==> src/rtl/ram2p_fifo_pkg.sv <==
// Shared sizing constants for the two-port-RAM stream FIFO slice.
package ram2p_fifo_pkg;

    localparam int DEFAULT_DEPTH = 16;
    localparam int DEFAULT_WIDTH = 116;
    localparam int ADDR_W        = $clog2(DEFAULT_DEPTH);
    localparam int RAM_COUNT_W   = $clog2(DEFAULT_DEPTH + 1);
    localparam int OBUF_COUNT_W  = 2;
    localparam int LEVEL_W       = 5;

endpackage

==> src/rtl/IP_Ram2P.sv <==
// Behavioural model of the two-port RAM: one write port, one registered read port.
// Read data appears the cycle after enableRead and is held otherwise; contents survive reset.
module IP_Ram2P #(
    parameter int DEPTH = 16,
    parameter int WIDTH = 116
) (
    input  logic                     clock,
    input  logic                     enableWrite,
    input  logic [$clog2(DEPTH)-1:0] addressWrite,
    input  logic [WIDTH-1:0]         writeData,
    input  logic                     enableRead,
    input  logic [$clog2(DEPTH)-1:0] addressRead,
    output logic [WIDTH-1:0]         readData
);

    logic [WIDTH-1:0] mem [DEPTH];

    // Storage array write and registered read.
    always_ff @(posedge clock) begin
        if (enableWrite) begin
            mem[addressWrite] <= writeData;
        end
        if (enableRead) begin
            readData <= mem[addressRead];
        end
    end

endmodule

==> src/rtl/ram2p_fifo_obuf.sv <==
// Two-entry output buffer that absorbs the RAM read latency; entry0 is always the head.
module ram2p_fifo_obuf
    import ram2p_fifo_pkg::*;
#(
    parameter int WIDTH = DEFAULT_WIDTH
) (
    input  logic                    clock,
    input  logic                    reset,
    input  logic                    capture,
    input  logic [WIDTH-1:0]        captureData,
    input  logic                    pop,
    output logic [OBUF_COUNT_W-1:0] count,
    output logic [WIDTH-1:0]        headData
);

    logic [WIDTH-1:0]        entry0;
    logic [WIDTH-1:0]        entry1;
    logic [WIDTH-1:0]        entry0Next;
    logic [WIDTH-1:0]        entry1Next;
    logic [OBUF_COUNT_W-1:0] countNext;

    assign headData = entry0;

    // Shift out the head on pop and append returning RAM data behind whatever remains.
    always_comb begin
        entry0Next = entry0;
        entry1Next = entry1;
        countNext  = count;
        case ({capture, pop})
            2'b10: begin
                if (count == 2'd0) begin
                    entry0Next = captureData;
                end else begin
                    entry1Next = captureData;
                end
                countNext = count + 2'd1;
            end
            2'b01: begin
                entry0Next = entry1;
                countNext  = count - 2'd1;
            end
            2'b11: begin
                if (count == 2'd1) begin
                    entry0Next = captureData;
                end else begin
                    entry0Next = entry1;
                    entry1Next = captureData;
                end
            end
            default: begin
            end
        endcase
    end

    // Occupancy register; reset empties the buffer and discards any returning read.
    always_ff @(posedge clock) begin
        if (reset) begin
            count <= '0;
        end else begin
            count <= countNext;
        end
    end

    // Data entries need no reset because count marks which of them are meaningful.
    always_ff @(posedge clock) begin
        if (!reset) begin
            entry0 <= entry0Next;
            entry1 <= entry1Next;
        end
    end

endmodule

==> src/rtl/ram2p_stream_fifo.sv <==
// Valid/ready FIFO around a 2-port RAM with first-word-fall-through output.
module ram2p_stream_fifo
    import ram2p_fifo_pkg::*;
#(
    parameter int DEPTH = DEFAULT_DEPTH,
    parameter int WIDTH = DEFAULT_WIDTH,
    parameter int LW    = LEVEL_W
) (
    input  logic             clockCore,
    input  logic             resetCore,
    input  logic             inValid,
    output logic             inReady,
    input  logic [WIDTH-1:0] inData,
    output logic             outValid,
    input  logic             outReady,
    output logic [WIDTH-1:0] outData,
    output logic [LW-1:0]    level
);

    localparam int AW = $clog2(DEPTH);
    localparam int CW = $clog2(DEPTH + 1);

    logic [AW-1:0]           wrPtr;
    logic [AW-1:0]           rdPtr;
    logic [CW-1:0]           ramCount;
    logic [CW-1:0]           ramCountNext;
    logic                    inFlight;
    logic [LW-1:0]           levelReg;
    logic [OBUF_COUNT_W-1:0] obufCount;
    logic [OBUF_COUNT_W-1:0] obufCountNext;
    logic [2:0]              occupancy;
    logic                    push;
    logic                    pop;
    logic                    rdIssue;
    logic                    enableWrite;
    logic                    enableRead;
    logic [WIDTH-1:0]        readData;

    // Handshakes and read issue; the issue rule guarantees a slot for every returning read.
    always_comb begin
        inReady      = !resetCore && (ramCount != CW'(DEPTH));
        push         = inValid && inReady;
        outValid     = !resetCore && (obufCount != '0);
        pop          = outValid && outReady;
        occupancy    = {1'b0, obufCount} + {2'b00, inFlight};
        rdIssue      = !resetCore && (ramCount != '0) && (occupancy <= (3'd1 + {2'b00, pop}));
        enableWrite  = push && !resetCore;
        enableRead   = rdIssue;
        ramCountNext = ramCount + CW'(push) - CW'(rdIssue);
        obufCountNext = obufCount + OBUF_COUNT_W'(inFlight) - OBUF_COUNT_W'(pop);
        level        = resetCore ? '0 : levelReg;
    end

    // Pointers, counts and the registered level; reset drops all stored words.
    always_ff @(posedge clockCore) begin
        if (resetCore) begin
            wrPtr    <= '0;
            rdPtr    <= '0;
            ramCount <= '0;
            inFlight <= 1'b0;
            levelReg <= '0;
        end else begin
            wrPtr    <= wrPtr + AW'(push);
            rdPtr    <= rdPtr + AW'(rdIssue);
            ramCount <= ramCountNext;
            inFlight <= rdIssue;
            levelReg <= LW'(ramCountNext) + LW'(rdIssue) + LW'(obufCountNext);
        end
    end

    IP_Ram2P #(
        .DEPTH (DEPTH),
        .WIDTH (WIDTH)
    ) ram (
        .clock        (clockCore),
        .enableWrite  (enableWrite),
        .addressWrite (wrPtr),
        .writeData    (inData),
        .enableRead   (enableRead),
        .addressRead  (rdPtr),
        .readData     (readData)
    );

    ram2p_fifo_obuf #(
        .WIDTH (WIDTH)
    ) obuf (
        .clock       (clockCore),
        .reset       (resetCore),
        .capture     (inFlight),
        .captureData (readData),
        .pop         (pop),
        .count       (obufCount),
        .headData    (outData)
    );

endmodule

==> config.mk <==
export PLATFORM = sky130hd
export DESIGN_NAME = ram2p_stream_fifo
export DESIGN_NICKNAME = d
export VERILOG_FILES = /design/src/rtl/ram2p_fifo_pkg.sv /design/src/rtl/IP_Ram2P.sv /design/src/rtl/ram2p_fifo_obuf.sv /design/src/rtl/ram2p_stream_fifo.sv
export SDC_FILE = /design/constraint.sdc
export NUM_CORES = 2
export LEC_CHECK = 0
export ABC_AREA = 1
export CORE_AREA = 2 2 492 494
export CTS_BUF_LIST = sky130_fd_sc_hd__clkbuf_8 sky130_fd_sc_hd__clkbuf_16
export DETAILED_ROUTE_END_ITERATION = 12
export DIE_AREA = 0 0 494 496
export PLACE_DENSITY_LB_ADDON = 0.25
export SETUP_SLACK_MARGIN = 0.5
export SYNTH_ARGS = -nofsm -noshare
export SYNTH_HDL_FRONTEND = slang
export SYNTH_HIERARCHICAL = 1
export SYNTH_SLANG_ARGS = --single-unit
==> constraint.sdc <==
create_clock -name clockCore -period 17.1 [get_ports clockCore]
set_clock_uncertainty 0.05 [all_clocks]
set_input_delay 3.42 -clock clockCore [delete_from_list [all_inputs] [get_ports clockCore]]
set_output_delay 3.42 -clock clockCore [all_outputs]
set_load 0.1 [all_outputs]
### After elaboration in Yosys (flattened, before gate mapping)

Memories as Yosys holds them, arrays and structs flattened. A register that Yosys moved wholly into a read port is not among the register bits.
Cells that the tools add are included.

| word-level totals | value |
|---|---|
| bits in registers | 253 |
| RAM bits | 1856 |
| input bits | 120 |
| output and inout bits | 123 |
| logic and storage cells | 57 |
| memories | 1 |

| cells by class | value |
|---|---|
| add/sub/neg operators | 12 |
| $lt $le $gt $ge | 1 |
| eq/ne operators | 8 |
| multiplexer cells | 10 |
| bitwise gates (word level) | 1 |
| reduce and logical (&&, ||, !) cells | 16 |

Memory list:

| memory | depth | width | rd ports | clocked after memory_dff | wr ports | RTL line | RTL |
|---|---|---|---|---|---|---|---|
| ram.mem | 16 | 116 | 1 | 1 | 1 | IP_Ram2P.sv:16 | `logic [WIDTH-1:0] mem [DEPTH];` |

Operators with widths:

| kind | number |
|---|---|
| 116-bit 2-to-1 mux | 4 |
| 116-bit case mux with 3 select lines | 1 |
| 116-bit case mux with 2 select lines | 1 |
| 5-bit by 1-bit adder with 5-bit output | 2 |
| 4-bit by 1-bit adder with 4-bit output | 2 |
| 1-bit logical AND | 7 |
| 2-bit nonzero test | 3 |
| 5-bit by 2-bit adder with 5-bit output | 1 |
| 5-bit 2-to-1 mux | 1 |
| 5-bit != test (second input constant) | 1 |
| 5-bit nonzero test | 1 |
| 5-bit by 1-bit subtractor with 5-bit output | 1 |
| 2-bit by 1-bit equality test with 1-bit output (second input constant) | 2 |
| 2-bit equality test (second input constant) | 2 |
| 2-bit != test (second input constant) | 2 |
| 2-bit case mux with 2 select lines | 1 |
| 4-bit AND reduction | 1 |
| 2-bit by 1-bit adder with 3-bit output | 1 |
| 3-bit by 2-bit <= comparator with 1-bit output | 1 |
| 3-bit AND reduction | 1 |
| 3-bit nonzero test | 1 |
| 1-bit by 1-bit adder with 2-bit output (first input constant) | 1 |
| 2-bit by 1-bit adder with 2-bit output | 1 |
| 2-bit by 1-bit adder with 2-bit output (second input constant) | 1 |
| other kinds (7) | 8 |

### Longest topological paths before layout

| depth | value |
|---|---|
| word-level depth | 9 |
| gate-level depth with buffers | 24 |
| depth with buffers taken out | 24 |

### Hierarchy

Netlist, hierarchy kept.

By module, submodules not included:

| module | times used | cells each | area an instance (um2) | sequential area each (um2) |
|---|---|---|---|---|
| IP_Ram2P | 1 | 7607 | 82636.8 | 59216.8 |
| ram2p_fifo_obuf | 1 | 664 | 9029.9 | 7006.7 |
| ram2p_stream_fifo | 1 | 167 | 1251.2 | 380.4 |

### Worst setup path after synthesis

OpenSTA, ideal clock, no wires.

| path | value |
|---|---|
| path kind | in2reg |
| start | input port resetCore |
| end | register obuf.entry0[0] (netlist: obuf/headData[0]), enable pin |
| library setup time | 0.732 ns |
| arrival time | 13.680 ns |
| data required time | 16.318 ns |
| slack | 2.638 ns |
| stages on the path | 9 |
| path buffers | 1 |
| cell sequence | buf_6 > a21oi_1 > nand2_1 > inv_1 > inv_1 > ha_1 > inv_1 > nor2_1 > nor3_1 |

| between the ends | value |
|---|---|
| cells in the longest elaborated chain, start to end | 6 |
| elaborated cells on any way between the ends | 10 |
| classes of those cells | eq/ne (4); bitwise (1); reduce/logical (5) |

Ends and longest elaborated chain:

| item | RTL line | RTL |
|---|---|---|
| start, declared | ram2p_stream_fifo.sv:10 | `input logic resetCore,` |
| 1-bit logical NOT (*) | n/a |  |
| 1-bit logical AND (*) | ram2p_stream_fifo.sv:43 | `outValid = !resetCore && (obufCount != '0);` |
| named net outValid | ram2p_stream_fifo.sv:14 | `output logic outValid,` |
| 1-bit logical AND (*) | ram2p_stream_fifo.sv:44 | `pop = outValid && outReady;` |
| named net pop | ram2p_stream_fifo.sv:33 | `logic pop;` |
| 2-bit equality test / 2-bit by 1-bit equality test with 1-bit output (equally long branches) | ram2p_fifo_obuf.sv:29 | `case ({capture, pop})` |
| 2-bit by 1-bit != test with 1-bit output (no source line) / 3-bit nonzero test (equally long branches) | n/a |  |
| 3-bit AND reduction (no source line) (*) | n/a |  |
| end signal, assigned | ram2p_fifo_obuf.sv:67 | `entry0 <= entry0Next;` |
| end, declared | ram2p_fifo_obuf.sv:16 | `logic [WIDTH-1:0] entry0;` |

Mark *: on every way through the listed nets, which the timed path passes. The rest lies on a longest branch.
A chain may end at the register's enable or synchronous reset.

### Worst setup path after layout

| path | value |
|---|---|
| start | input port resetCore |
| end | output port outValid |

| between the ends | value |
|---|---|
| cells in the longest elaborated chain, start to end | 2 |

Ends and longest elaborated chain:

| item | RTL line |
|---|---|
| 1-bit logical NOT | n/a |
| 1-bit logical AND | ram2p_stream_fifo.sv:43 |
| end, declared | ram2p_stream_fifo.sv:14 |

Every way passes these cells.

==> metrics.md <==
| Metric | Value |
|---|---|
| Outcome | `completed` |
| CTS Hold Bufs | `0` |
| Initial core utilization | `0.388` |
| Synth warn | `6` |
| Post-CTS sizing | `0` |
| Clock power share | `0.306` |
| Seq cells post-synth | `roughly 2200` |
| Drt first pass iters | `6` |
| Clock Path Buffers | `3` |
| Clk sinks | `between 2000 and 2500` |
| Startpoint types | `input pin` |
| First-pass GRT wire length | `between 300 and 400 mm` |
| RSZ-0062 raised after global routing | `false` |
| Logic pwr share | `0.254` |
| Slew HR | `0.201` |
| Cells after synthesis | `about 8400` |
| CTS Root Cell | `clkbuf_16` |
| Die Area | `between 200000 and 250000 um^2` |
| GRT Overall Usage | `0.197` |
| CTS tree | `built` |
| Max Cap Viol | `0` |
| Drt drc | `0` |
| Cells along the critical path | `clkdlybuf4s50_1 -> a21oi_1 -> clkdlybuf4s50_1` |
| Total power | `around 15000 uW` |
| Vias in the first global route | `56700` |
| Critical Path Slowest Stage Cell | `clkdlybuf4s50_1` |
| Data required, critical path | `between 10 and 15 ns` |
| Worst vdd ir | `0.127 mV` |
| Tcrit/Tclk final | `0.555` |
| # port buffers | `242` |
| Final HPWL DP | `123 mm` |
| Min-Delay Path Class | `flop to flop` |
| Worst-Margin Slew | `approximately 1.2 ns` |
| CTS H-tree depth | `4` |
| Seq pwr share | `0.441` |
| Reg clk slew, reported paths | `approximately 0.060 ns` |
| Vias after detailed routing | `between 50000 and 60000` |
| Avg Synthesized Cell Area | `between 10 and 15 um^2` |
| Post-route antenna net violation count | `0` |
| Total grt overflow | `0` |
| Post-CTS setup buffers | `0` |
| CP delay by family, top | `buffers and inverters` |
| Critical path class | `input pin to primary output` |
| Layout cells sized above 1 | `0.0501` |
| Die Height | `roughly 500 um` |
| Setup TNS | `0 ns` |
| Initial antenna violation count | `36` |
| Final Hold Fails | `0` |
| Crit. End Element | `primary output` |
| Post-Syn Area | `92900 um^2` |
| Pwr dens | `between 100 and 150 nW/um^2` |
| Finish-stage setup viols | `0` |
| Die Width | `494 um` |
| Leak | `between 0.04 and 0.05 uW` |
| Routability Congestion | `between 0.7 and 0.8` |
| 1st-iter DRT viols | `between 4000 and 5000` |
| Psw | `between 5000 and 6000 uW` |
| Largest net degree at the start of global routing | `between 200 and 250` |
| Final Max Slew Viols | `0` |
| Buffers & Inverters on Critical Path | `2` |
| Netlist cell types | `30` |
| Min Tclk post-route | `between 9 and 10 ns` |
| Fin nets | `~8700` |
| CP arrival | `between 6 and 7 ns` |
| # fillers | `~22000` |
| CP Max Fanout | `22` |
| Syn nets | `approximately 8600` |
| Core Region | `roughly 240000 um^2` |
| Wire per inst | `20.5 um` |
| Synth-to-Final Area Change | `13.1%` |
| Cell-internal power | `between 10000 and 15000 uW` |
| Via-to-Cell Ratio | `between 4 and 5` |
| Fmax | `around 110 MHz` |
| Top cell by count, worst path | `clkdlybuf4s50_1` |
| Site Rows | `180` |
| R2R Setup Slk | `11.86 ns` |
| Drt total wl | `244 mm` |
| Ports | `~240` |
| Worst skew pair latency | `between 0.8 and 0.9 ns` |
| Worst path max stage delay | `between 1 and 1.5 ns` |
| Switching share of total power | `0.336` |
| Num CTS Buffers | `222` |
| Post-synthesis sequential area ratio | `0.717` |
## per-stage QoR
stage	std cells	cell area [um^2]	hold WS, ns	util	worst slack (ns)
final	11900	105000	0.388	0.439	7.62
after CTS	11900	105000	0.378	0.439	7.56
after global placement	11500	98100	0.382	0.409	7.61
after detailed placement	11500	98100	0.384	0.409	7.58
after global routing	11900	105000	0.400	0.439	7.49
after floorplan	8438	92900	0.377	-	2.64
## layout make-up
class,instances,area [um^2],area share
flip-flops and latches,2225,66600,0.634
multi-input cells,4331,18800,0.179
clock buffers,224,5610,0.0533
inverters,1452,5490,0.0523
well taps,3185,3990,0.0379
repair buffers,326,3230,0.0307
clock inverters,189,1380,0.0131
diodes,9,22.5,0.000214
## power by group through the flow
stage | Sequential (uW) | Clock [uW] | Combinational, uW
detailed placement | 6880 | 0 | 3920
floorplan | 7300 | 0 | 2360
finish | 6770 | 4700 | 3890
global route | 6800 | 5000 | 4300
CTS | 6770 | 4800 | 3930
global placement | 6880 | 0 | 3880
## synthesized netlist by cell type
cell | count | area, um^2
nand2_4 | 4 | 45.0
buf_4 | 65 | 488
buf_2 | 277 | 1390
nand2_1 | 2628 | 9860
inv_2 | 10 | 37.5
a21oi_1 | 10 | 50.1
or2_2 | 1 | 6.26
buf_6 | 3 | 33.8
nor3_1 | 1 | 5.00
nand3_1 | 1598 | 8000
inv_4 | 1 | 6.26
inv_8 | 1 | 11.3
nor2_4 | 2 | 22.5
o21ai_0 | 1 | 5.00
xor2_1 | 2 | 17.5
nand2_2 | 9 | 56.3
xnor2_1 | 4 | 35.0
inv_1 | 1440 | 5410
and2_1 | 1 | 6.26
ha_1 | 23 | 288
buf_1 | 31 | 116
nand3b_1 | 2 | 15.0
nor2_2 | 1 | 6.26
fa_1 | 2 | 40.0
clkbuf_1 | 54 | 203
a21oi_2 | 1 | 8.76
o21ai_1 | 3 | 15.0
dfxtp_1 | 21 | 420
edfxtp_1 | 2204 | 66200
nor2_1 | 38 | 143
## worst paths after layout
path / start / to / depth (start not counted)
worst min-delay path: ram/readData[66]$_DFFE_PP_ / obuf/entry1[66]$_DFFE_PP_ / 0
worst max-delay path: resetCore / outValid / 3
worst max register to register: rdPtr[0]$_SDFF_PP0_ / ram/readData[13]$_DFFE_PP_ / 9
worst min register to register: ram/readData[66]$_DFFE_PP_ / obuf/entry1[66]$_DFFE_PP_ / 0
## placed cells by master (no fill, tap or decap), types with 2 or more instances in the layout
| cell type | synthesis | layout |
|---|---|---|
| xor2_1 | 2 | 2 |
| nand2_4 | 4 | 7 |
| inv_8 | 1 | 6 |
| nand3_1 | 1598 | 1598 |
| diode_2 | 0 | 9 |
| nand2_1 | 2628 | 2625 |
| xnor2_1 | 4 | 4 |
| a21oi_1 | 10 | 10 |
| clkdlybuf4s50_1 | 0 | 242 |
| dfxtp_1 | 21 | 17 |
| dfxtp_4 | 0 | 4 |
| bufinv_16 | 0 | 17 |
| clkinv_4 | 0 | 2 |
| ha_1 | 23 | 23 |
| buf_12 | 0 | 14 |
| nor2_4 | 2 | 18 |
| inv_1 | 1440 | 1482 |
| edfxtp_1 | 2204 | 2204 |
| inv_2 | 10 | 5 |
| fa_1 | 2 | 2 |
| nor2_1 | 38 | 22 |
| buf_4 | 65 | 70 |
| nand2_2 | 9 | 8 |
| clkinv_8 | 0 | 2 |
| clkinvlp_4 | 0 | 3 |
| o21ai_1 | 3 | 3 |
| inv_6 | 0 | 6 |
| nand3b_1 | 2 | 2 |
| inv_16 | 0 | 4 |
| clkinv_1 | 0 | 72 |
| clkbuf_16 | 0 | 224 |
| clkinv_2 | 0 | 40 |
## cells by family after synthesis
family / share of synthesized area
xor+xnor: 0.000566
fa+ha+maj: 0.00353
buf+inv: 0.0827
flops: 0.717
simple gates: 0.196
compound gates: 0.000848
## metal layers
metal  up-vias  part of all wire  routed length (um)  global-route usage
met3       351             0.060               14700              0.0320
li1      27800                 -                   -                   -
met4        26             0.023                5690              0.0536
met2      1669              0.48              116000               0.324
met5         -           0.00072                 176                   0
met1     28800              0.44              107000               0.270
## registers in the layout, summed over array words and instances, names as in the netlist
signal and cells:
ram/mem 1856, obuf/entry1 116, obuf/headData 116, ram/readData 116, levelReg 5, ramCount 5, rdPtr 4, wrPtr 4
obuf/count 2, inFlight 1
(Power assumes the default switching activity.)
